`src/rtl/control_unit.sv`:
```
// Moore FSM controller for a multicycle MIPS-subset datapath (R-type, lw, sw, beq, addi, j).
// Sequences fetch/decode/execute/memory/writeback and decodes all mux selects and strobes from state.
module control_unit (
  input  logic       clk,
  input  logic       rst,
  input  logic [5:0] opcode,
  input  logic       zero,
  output logic [3:0] state,
  output logic [3:0] nextstate,
  output logic       regdst,
  output logic       memtoreg,
  output logic       regwrite,
  output logic       memread,
  output logic       memwrite,
  output logic       IorD,
  output logic       IRWrite,
  output logic [1:0] alusrcA,
  output logic [1:0] alusrcB,
  output logic [1:0] aluop,
  output logic [1:0] PCsrc,
  output logic       PCwrite,
  output logic       branch,
  output logic       jump,
  output logic       PCEn
);

  localparam int unsigned OpW = 6;
  localparam int unsigned StW = 4;

  localparam logic [OpW-1:0] OpR    = 6'b000000;
  localparam logic [OpW-1:0] OpLw   = 6'b100011;
  localparam logic [OpW-1:0] OpSw   = 6'b101011;
  localparam logic [OpW-1:0] OpBeq  = 6'b000100;
  localparam logic [OpW-1:0] OpAddi = 6'b001000;
  localparam logic [OpW-1:0] OpJ    = 6'b000010;

  typedef enum logic [StW-1:0] {
    S_FETCH  = 4'd0,
    S_DECODE = 4'd1,
    S_MEMADR = 4'd2,
    S_MEMRD  = 4'd3,
    S_MEMWB  = 4'd4,
    S_MEMWR  = 4'd5,
    S_EXEC   = 4'd6,
    S_ALUWB  = 4'd7,
    S_BRANCH = 4'd8,
    S_ADDIEX = 4'd9,
    S_ADDIWB = 4'd10,
    S_JUMP   = 4'd11
  } state_e;

  state_e state_q, state_d;

  // State register
  always_ff @(posedge clk or negedge rst) begin
    if (!rst) begin
      state_q <= S_FETCH;
    end else begin
      state_q <= state_d;
    end
  end

  // Next-state logic; opcode only matters in DECODE and MEMADR
  always_comb begin
    state_d = S_FETCH;
    case (state_q)
      S_FETCH:  state_d = S_DECODE;
      S_DECODE: begin
        case (opcode)
          OpLw, OpSw: state_d = S_MEMADR;
          OpR:        state_d = S_EXEC;
          OpBeq:      state_d = S_BRANCH;
          OpAddi:     state_d = S_ADDIEX;
          OpJ:        state_d = S_JUMP;
          default:    state_d = S_FETCH;
        endcase
      end
      S_MEMADR: state_d = (opcode == OpSw) ? S_MEMWR : S_MEMRD;
      S_MEMRD:  state_d = S_MEMWB;
      S_EXEC:   state_d = S_ALUWB;
      S_ADDIEX: state_d = S_ADDIWB;
      default:  state_d = S_FETCH;
    endcase
  end

  // Moore output decode; everything is held low while reset is asserted
  always_comb begin
    regdst   = 1'b0;
    memtoreg = 1'b0;
    regwrite = 1'b0;
    memread  = 1'b0;
    memwrite = 1'b0;
    IorD     = 1'b0;
    IRWrite  = 1'b0;
    alusrcA  = 2'b00;
    alusrcB  = 2'b00;
    aluop    = 2'b00;
    PCsrc    = 2'b00;
    PCwrite  = 1'b0;
    branch   = 1'b0;
    jump     = 1'b0;
    if (rst) begin
      case (state_q)
        S_FETCH: begin
          memread = 1'b1;
          IRWrite = 1'b1;
          alusrcB = 2'b01;
          PCwrite = 1'b1;
        end
        S_DECODE: alusrcB = 2'b11;
        S_MEMADR: begin
          alusrcA = 2'b01;
          alusrcB = 2'b10;
        end
        S_MEMRD: begin
          IorD    = 1'b1;
          memread = 1'b1;
        end
        S_MEMWB: begin
          regwrite = 1'b1;
          memtoreg = 1'b1;
        end
        S_MEMWR: begin
          IorD     = 1'b1;
          memwrite = 1'b1;
        end
        S_EXEC: begin
          alusrcA = 2'b01;
          aluop   = 2'b10;
        end
        S_ALUWB: begin
          regdst   = 1'b1;
          regwrite = 1'b1;
        end
        S_BRANCH: begin
          alusrcA = 2'b01;
          aluop   = 2'b01;
          PCsrc   = 2'b01;
          branch  = 1'b1;
        end
        S_ADDIEX: begin
          alusrcA = 2'b01;
          alusrcB = 2'b10;
        end
        S_ADDIWB: regwrite = 1'b1;
        S_JUMP: begin
          PCsrc   = 2'b10;
          jump    = 1'b1;
          PCwrite = 1'b1;
        end
        default: ;
      endcase
    end
  end

  // The gated copy of nextstate is export-only, so reset never reaches a flop D input
  assign state     = state_q;
  assign nextstate = rst ? state_d : S_FETCH;
  assign PCEn      = PCwrite | (branch & zero);

endmodule

```
`config.mk`:
```
export PLATFORM = sky130hd
export DESIGN_NAME = control_unit
export DESIGN_NICKNAME = d
export VERILOG_FILES = /design/src/rtl/control_unit.sv
export SDC_FILE = /design/constraint.sdc
export NUM_CORES = 1
export LEC_CHECK = 0
export ABC_AREA = 1
export ABC_CLOCK_PERIOD_IN_PS = 1700
export BUFFER_PORTS_ARGS = -buffer_cell sky130_fd_sc_hd__buf_2
export CORE_MARGIN = 2
export CORE_UTILIZATION = 40
export DETAILED_ROUTE_END_ITERATION = 12
export PLACE_DENSITY_LB_ADDON = 0.12
export SYNTH_ARGS = -nofsm -noshare
export SYNTH_HDL_FRONTEND = slang
export SYNTH_SLANG_ARGS = --single-unit
```
`constraint.sdc`:
```
create_clock -name clk -period 1.7 [get_ports clk]
set_input_delay 0.34 -clock clk [delete_from_list [all_inputs] [get_ports clk]]
set_output_delay 0.34 -clock clk [all_outputs]
set_load 0.01 [all_outputs]
```
==> flow_summary.yaml <==
status:
  status: "finished, violations left"
  violations: "negative setup slack"
power_and_ir_drop:
  p_leak_nw: 0.5207
  power.total_mw: 1.002
  peakVddDrop_mv: 0.7223
  powerDensity_nw_per_um2: 1167
final_layout:
  largest_register_ffs: 4
  area_growth_pct: 62.95
  final_common_cell: "buf_2"
  fin_nets: 154
  drive_gt1_share_pct: 50.35
  antennaDiodeCount: 0
  final_cell_mix: "buf_2, nand2_1, nor2_1"
  final_area_um2: 858.3
sta:
  setup_slack_ns: -0.09247
  clock_skew_ns: 0.008476
  holdWs_ns: 0.4880
  rsz0062_at_grt: "true"
  fmax_ghz: 0.5579
  fin_crit_sh_pct: 105.4
  drv_slew: 0
  finalHoldViolCount: 0
  layout_min_cycle_time_ns: 1.792
  setup_viol: 7
synth:
  synth_nets: 109
  avgSynthCellArea_um2: 5.268
  ys_ff_latch: 4
  synthDistinctLibCells: 21
  synthesis.area_um2: 526.8
  synth_top_area_share_pct: 19.00
  syn-instance-count: 100
  yosys_warnings: 0
  synthTopCellsByArea: "dfrtp_1, nand2_1, nor2_1"
  seq_area_frac_synth_pct: 19.00
  synth_top_cell_by_area: "dfrtp_1"
worst_hold_path:
  min_path_type: "input pin to flop"
  min_from: "opcode[2]"
  whs_endpoint: "state[1]$_DFF_PN0_"
  whs_path_depth: 5
clocking:
  cts-root-buf: "clkbuf_4"
  clock_latency_ns: 0.24
  clkSlewWorstSetupHoldPaths_ns: 0.04
  cts_made_buffers: 3
  cts_tree: "built"
  cts_max_level: 1
  clkSinkCount: 4
  clockBufferDepth: 2
drt:
  firstDrtPassIters: 3
  drt_wl_total_um: 1688
  wl_per_cell_um: 10.68
  routed_via_density: 4.911
  vias: 776
  drcViolationCount: 0
  drtIter0Drc: 5
  ant_nets: 0
floorplan:
  fp.dieW_um: 40.29
  rows: 13
  design.die.area_um2: 1623
  start_util_pct: 41.52
  core-area_um2: 1269
  die_y_um: 40.29
  ios: 36
global_routing:
  antenna_found_initial: 0
  grt_pass1_vias: 599
  grt_max_degree: 8
  grt_pass1_wl_um: 2394
  grt_use_total_pct: 21.56
  grt-ovfl-total: 0
placed_design:
  hpwl_um: 1225
  place_ws_ns: 0.04786
  gp_congestion: 0.7823
  post_dp_cell_area_um2: 715.7
  io_buffers: 34
worst_setup_path:
  crit_fanout: 4
  r2r-end: "state[1]$_DFF_PN0_"
  crit_required_ns: 1.36
  path_class: "flop to primary output"
  ff2ff_path_depth: 6
  crit_path_start_kind: "flop"
  crit_chain: "inv_4 > nand2_4 > nor2_4 > nand4_1 > nand3_2 > nand2_1 > inv_1 > buf_2"
  r2r_slack_ns: 0.57
  worstSetupStartpoint: "state[2]$_DFF_PN0_"
  slowest_delay_ns: 0.46
  reg2reg_from: "state[2]$_DFF_PN0_"
  crit_arrival_ns: 1.45
  slowest_stage: "dfrtp_2"
  end_kind: "primary output"
run:
  drv_cap: 0
-- synth_stat cells (all sizes together) --
cell / n
a21oi: 7
o21ai: 2
o22ai: 1
nand3: 8
a211oi: 1
buf: 3
conb: 1
nor3: 3
clkbuf: 1
dfrtp: 4
nand4: 1
nand2: 25
inv: 15
nor2: 27
a31oi: 1
-- stage by stage --
stage / TNS, ns / std cells / utilization [%]
after floorplan: 0 / 100 / -
after global placement: 0 / 149 / 56.41
after detailed placement: 0 / 149 / 56.41
after CTS: -0.1902 / 155 / 62.33
after global routing: -1.063 / 158 / 67.65
final: -0.4120 / 158 / 67.65
-- power breakdown --
group | total (mW) | switching (mW) | leakage [nW] | internal, mW
Sequential | 0.192 | 0.0608 | 0.0489 | 0.131
Clock | 0.119 | 0.0399 | 0.0138 | 0.0790
Combinational | 0.691 | 0.417 | 0.458 | 0.273
-- cell families after synthesis --
logic type	after synthesis	synth area share (%)
other cells	1	0.7119
buf+inv	19	16.39
simple gates	64	51.55
flops	4	19.00
compound gates	12	12.35
-- worst max-delay path by stage --
stage                         endpoint  slack (ns)
after floorplan             alusrcB[1]        0.17
after global placement    nextstate[3]        0.09
after detailed placement  nextstate[3]        0.05
after CTS                 nextstate[2]       -0.05
after global routing      nextstate[3]       -0.16
final                     nextstate[2]       -0.09
-- worst max-delay path, delay by kind of cell (launching register included) --
family                 cells  cell delay (ns)
buffers and inverters      3             0.25
DFF                        1             0.46
and+or+nand+nor            5             0.50
-- area by class of cell --
type                    count  area (um2)
well taps                  15       18.77
clock buffers               3       22.52
flip-flops and latches      4       103.9
fillers                   124       410.4
multi-input cells          77       406.6
repair buffers             44       247.7
inverters                  15       58.81
-- metal layers --
metal	vias up	GRT usage, %	part of all wire, %
met1	350	23.67	42
met4	0	5.000	0.83
li1	401	-	-
met2	23	43.15	53
met3	2	2.222	4.7
met5	-	0	0
-- what timing repair did --
item,4_1_cts,5_1_grt
pin swaps,1,3
hold buffers,1,0
setup endpoints to repair,12,14
resized for setup,10,16
buffers inserted,2,3
hold endpoints to repair,4,0
Note: power is estimated with default switching activity, not from simulation.
